[src/rtl/imm_gen_unit.sv]
// Registered RV32I immediate generator: classifies the opcode and emits the sign-extended immediate one cycle later.
// Optional macro IMM_SHAMT_MASK_EN zero-extends the 5-bit shift amount for SLLI/SRLI/SRAI.
module imm_gen_unit #(
  parameter int XLEN = 32
) (
  input  logic            clk,
  input  logic            rst,
  input  logic [XLEN-1:0] inst,
  input  logic            in_valid,
  output logic [XLEN-1:0] imm,
  output logic [2:0]      fmt,
  output logic            imm_valid
);

  localparam logic [2:0] FMT_NONE = 3'd0;
  localparam logic [2:0] FMT_I    = 3'd1;
  localparam logic [2:0] FMT_S    = 3'd2;
  localparam logic [2:0] FMT_B    = 3'd3;
  localparam logic [2:0] FMT_U    = 3'd4;
  localparam logic [2:0] FMT_J    = 3'd5;

  function automatic logic [2:0] classify(input logic [6:0] opcode);
    case (opcode)
      7'b0000011, 7'b0010011, 7'b1100111,
      7'b0001111, 7'b1110011:             classify = FMT_I;
      7'b0100011:                         classify = FMT_S;
      7'b1100011:                         classify = FMT_B;
      7'b0110111, 7'b0010111:             classify = FMT_U;
      7'b1101111:                         classify = FMT_J;
      default:                            classify = FMT_NONE;
    endcase
  endfunction

  function automatic logic signed [XLEN-1:0] assemble(input logic [XLEN-1:0] ins,
                                                      input logic [2:0]      f);
    case (f)
      FMT_I:   assemble = {{(XLEN-12){ins[31]}}, ins[31:20]};
      FMT_S:   assemble = {{(XLEN-12){ins[31]}}, ins[31:25], ins[11:7]};
      FMT_B:   assemble = {{(XLEN-13){ins[31]}}, ins[31], ins[7], ins[30:25], ins[11:8], 1'b0};
      FMT_U:   assemble = {ins[31:12], 12'b0};
      FMT_J:   assemble = {{(XLEN-21){ins[31]}}, ins[31], ins[19:12], ins[20], ins[30:21], 1'b0};
      default: assemble = '0;
    endcase
  endfunction

  logic [2:0]             fmt_dec;
  logic signed [XLEN-1:0] imm_dec;
  logic [2:0]             fmt_d, fmt_q;
  logic signed [XLEN-1:0] imm_d, imm_q;
  logic                   vld_d, vld_q;

  always_comb begin
    fmt_dec = classify(inst[6:0]);
    imm_dec = assemble(inst, fmt_dec);
`ifdef IMM_SHAMT_MASK_EN
    // Shift-immediates carry only a 5-bit shamt; drop the SRAI funct7 marker.
    if (inst[6:0] == 7'b0010011 && inst[13:12] == 2'b01)
      imm_dec = {{(XLEN-5){1'b0}}, inst[24:20]};
`endif
  end

  always_comb begin
    fmt_d = fmt_q;
    imm_d = imm_q;
    vld_d = in_valid;
    if (in_valid) begin
      fmt_d = fmt_dec;
      imm_d = imm_dec;
    end
  end

  // Stage boundary: decode -> registered outputs
  always_ff @(posedge clk) begin
    if (rst) begin
      fmt_q <= FMT_NONE;
      imm_q <= '0;
      vld_q <= 1'b0;
    end else begin
      fmt_q <= fmt_d;
      imm_q <= imm_d;
      vld_q <= vld_d;
    end
  end

  assign imm       = imm_q;
  assign fmt       = fmt_q;
  assign imm_valid = vld_q;

endmodule

[config.mk]
export PLATFORM = sky130hd
export DESIGN_NAME = imm_gen_unit
export DESIGN_NICKNAME = d
export VERILOG_FILES = /design/src/rtl/imm_gen_unit.sv
export SDC_FILE = /design/constraint.sdc
export NUM_CORES = 1
export LEC_CHECK = 0
export CAP_MARGIN = 0
export CORE_ASPECT_RATIO = 1.75
export CORE_MARGIN = 2
export CORE_UTILIZATION = 41
export DETAILED_ROUTE_END_ITERATION = 8
export GPL_TIMING_DRIVEN = 0
export PLACE_DENSITY_LB_ADDON = 0.2
export RECOVER_POWER = 25
export SETUP_SLACK_MARGIN = 0.2
export SLEW_MARGIN = 20
export SYNTH_ARGS = -nofsm -noshare
export SYNTH_HDL_FRONTEND = slang
export SYNTH_SLANG_ARGS = --single-unit
[constraint.sdc]
create_clock -name clk -period 2.1 [get_ports clk]
set_input_delay 0.525 -clock clk [delete_from_list [all_inputs] [get_ports clk]]
set_output_delay 0.525 -clock clk [all_outputs]
set_load 0.005 [all_outputs]
### After elaboration in Yosys (flattened, before gate mapping)

Index checks and enable logic that the tools add are counted.

| word-level totals | value |
|---|---|
| bits in registers | 36 |
| output and inout bits | 36 |
| logic and storage cells | 22 |

| operators by class | value |
|---|---|
| equality and inequality tests | 15 |
| mux-type cells | 2 |
| reduce and logical (&&, ||, !) cells | 2 |

Operators with widths:

| cell | count |
|---|---|
| 32-bit one-hot mux with 5 select lines | 1 |
| 7-bit equality test (second input constant) | 4 |
| 3-bit one-hot mux with 5 select lines | 1 |
| 7-bit by 5-bit equality test with 1-bit output (second input constant) | 2 |
| 7-bit by 6-bit equality test with 1-bit output (second input constant) | 2 |
| 7-bit by 2-bit equality test with 1-bit output (second input constant) | 1 |
| 7-bit by 4-bit equality test with 1-bit output (second input constant) | 1 |
| 3-bit by 2-bit equality test with 1-bit output (second input constant) | 2 |
| 3-bit equality test (second input constant) | 2 |
| 5-bit OR reduction | 1 |
| 3-bit by 1-bit equality test with 1-bit output (second input constant) | 1 |
| 2-bit OR reduction | 1 |

### Depth between registers and ports, before layout

| logic depth | value |
|---|---|
| word-level depth | 5 |
| mapped depth | 7 |
| mapped depth without buffers | 5 |

### Worst setup path before layout

Ideal clock, no wire load.

| timing path | value |
|---|---|
| path type | input-to-reg |
| start point | input port inst[4] |
| end point | register imm_q[12] (netlist: imm[12]) |
| data arrival time | 1.847 ns |
| data required time | 1.978 ns |
| slack | 0.132 ns |
| cell stages on the path | 7 |
| path buffers | 2 |
| cell sequence | buf_6 -> nand2b_4 -> o211a_1 -> or3_1 -> and4_1 -> buf_6 -> a221o_1 |

| between the ends | value |
|---|---|
| longest elaborated chain between the ends | 5 |

RTL lines:

| what | line | text |
|---|---|---|
| start: declaration | 8 | `input logic [XLEN-1:0] inst,` |
| 7-bit by 2-bit equality test with 1-bit output (tied with other cells) | 23 | `case (opcode)` |
| 5-bit OR reduction or 2-bit OR reduction (tied branches) | 23 |  |
| 3-bit one-hot mux with 5 select lines (*) | 23 |  |
| 3-bit equality test (tied with other cells) | 36 | `case (f)` |
| 32-bit one-hot mux with 5 select lines (*) | 36 |  |
| end signal: assignment | 80 | `imm_q <= imm_d;` |
| end: declaration | 49 | `logic signed [XLEN-1:0] imm_d, imm_q;` |

Mark *: on every way between the ends. The rest lies on a longest branch, timed or not.
A chain may end at the register's enable or synchronous reset.

==> results.toml <==
[placement]
place.gp.congestion = 0.840
pre_cts_slack_ns = -0.592
port_buffers = 68
place_hpwl_um = 3120

[global_route]
grt_max_degree = 11
grt.total_usage = 0.202
grt_pass1_vias = 1475
grt_pass1_wl_um = 6750
grt_antenna_before_repair = 0
grt_overflow = 0

[route]
vias = 1569
wirelength_um = 4170
drt-initial-drc-count = 33
drcViolationCount = 0
via_per_inst = 5.30
wl_per_cell_um = 14.1
drtAntennaViolNets = 0
drt_pass1_iterations = 4

[synthesis]
synth-xor-area-share = 0.00562
synth_cell_types = 37
synth_compound_area_frac = 0.308
synth.area.mux_share = 0
synth_edf_count = 0
syn_area_per_cell_um2 = 9.16
yosysSeqAreaShare = 0.463
yosysWarnings = 0
async_reset_ff_frac = 0
syn_area_um2 = 1560
synth_top_family_by_area = "compound AO/OA/AOI/OAI gates"
synth-simple-area-share = 0.170
syn-num-nets = 205
yosys_register_bits = 36
synthCells = 170
synth_flop_cell = "dfxtp_1"
synth-adder-area-share = 0

[layout]
layout_common_cells = "47 x clkdlybuf4s50_1, 36 x dfxtp_1, 18 x nand2_1"
fillers = 301
antennaDiodeCount = 0
drive_above_1_share = 0.156
area_delta_synth_final_pct = 58.7
final_common_cell = "clkdlybuf4s50_1"
final_nets = 285

[sta]
finalSetupViolCount = 0
period_needed_ns = 1.90
rsz0062_at_grt = "true"
fin_ws_ns = 0.195
finalHoldViolCount = 0
max_slew_margin = 0.553
fin_skew_ns = 0
clock.fmax_ghz = 0.525
period_share = 0.907
maxSlewViolCount = 0
tightest_slew_ns = 0.665
setup_tns_ns = 0

[power_and_ir_drop]
p_leak_uw = 0.000946
swShare = 0.230
p_int_uw = 1000
power_frac_comb = 0.129
p_seq_frac = 0.530
p_per_area_nw_per_um2 = 527
p_switching_uw = 299
ir_drop_uv = 503
power_frac_clock = 0.341
totalPowerFinal_uw = 1300

[die]
coreArea_um2 = 3630
initial_core_util = 0.429
placementRows = 29
die_w_um = 50.6
die_area_um2 = 4330
io_pins = 71
die_height_um = 85.5

[clock_tree]
clockBufferDepth = 2
clk_latency_ns = 0.27
htree_levels = 2
cts-root-buf = "clkbuf_8"
tritoncts = "built"
cts_sinks = 36
path_clk_slew_ns = 0.07
cts_buffers = 5

[worst_setup_path]
startpoint_type = "input pin"
crit_arrival_ns = 2.09
path_class = "input pin to register"
cp.required_ns = 2.29
crit_path_max_fanout = 10
cp-end-kind = "register"

[outcome]
status = "completed"

[run]
timing.max_cap.violations = 0

[hold_path]
hp-class = "register to register"
[cell families after synthesis]
logic type	after synthesis
xor gates and xnor gates	1
DFF	36
AOI/OAI and AO/OA	66
buffers and inverters	15
and+or+nand+nor	52
[sequential cells by signal (all words and copies together), names as in the netlist]
signal     flops
imm           32
fmt            3
imm_valid      1
[area by class of cell]
type                       count  area [um^2]  area share
tap                           46         57.6      0.0233
timing repair buffer          73          703       0.284
multi-input combinational    119          813       0.329
inverter                       4         15.0     0.00607
clock inverter                 1         5.00     0.00202
buffer                        11         85.1      0.0344
clock buffer                   6         72.6      0.0294
sequential                    36          721       0.291
[routing by layer]
layer  part of all wire  track usage
met2               0.53        0.361
met1               0.40        0.229
met3              0.053       0.0453
met4              0.013       0.0737
met5                  0            0
[Yosys cell counts, types with 2 or more instances]
| cell type | instances | area share |
|---|---|---|
| dfxtp_1 | 36 | 0.46 |
| clkbuf_1 | 6 | 0.014 |
| nand2_1 | 19 | 0.046 |
| a21oi_2 | 2 | 0.011 |
| a221o_1 | 12 | 0.077 |
| nor3_1 | 4 | 0.013 |
| nor2_1 | 10 | 0.024 |
| a21oi_1 | 15 | 0.048 |
| a211oi_1 | 4 | 0.019 |
| o31a_1 | 2 | 0.011 |
| a31oi_1 | 4 | 0.016 |
| buf_6 | 3 | 0.022 |
| a22o_1 | 6 | 0.034 |
| inv_1 | 4 | 0.0096 |
| or3_1 | 2 | 0.0080 |
| nand2b_1 | 2 | 0.0080 |
| o21ai_0 | 15 | 0.048 |
| and2_1 | 5 | 0.020 |
[critical path: stages]
cell and delay, ns:
dlygate4sd3_1 0.67, nor3_4 0.29, o31ai_4 0.16, clkbuf_2 0.22
o21ai_0 0.23
[final timing paths]
kind / from / to / slack (ns) / depth (start not counted)
max reg2reg: imm[3] / imm[3] / 1.30 / 2
min reg2reg: imm[0] / imm[0] / 0.45 / 2
max: rst / imm[27] / 0.20 / 5
min: imm[0] / imm[0] / 0.45 / 2
[stage by stage]
step / area [um^2] / hold slack (ns) / utilization / instances
floorplan: 1560 / 0.449 / - / 170
global placement: 2300 / 0.433 / 0.634 / 284
detailed placement: 2300 / 0.445 / 0.634 / 284
CTS: 2470 / 0.461 / 0.680 / 296
global route: 2470 / 0.489 / 0.681 / 296
finish: 2470 / 0.451 / 0.681 / 296
[power groups by stage]
stage	sequential [uW]	clock [uW]	combinational, uW
after floorplan	705	0	63.3
after global placement	705	0	157
after detailed placement	705	0	158
after CTS	689	461	166
after global routing	689	480	183
final	689	444	168
[repair_timing]
action / in CTS / in global routing
hold endpoints to repair: 0 / 0
hold buffers: 0 / 0
pin swaps: 4 / 2
buffers inserted: 5 / 0
setup endpoints to repair: 33 / 22
gates resized for setup: 25 / 9
(Power assumes the default switching activity.)
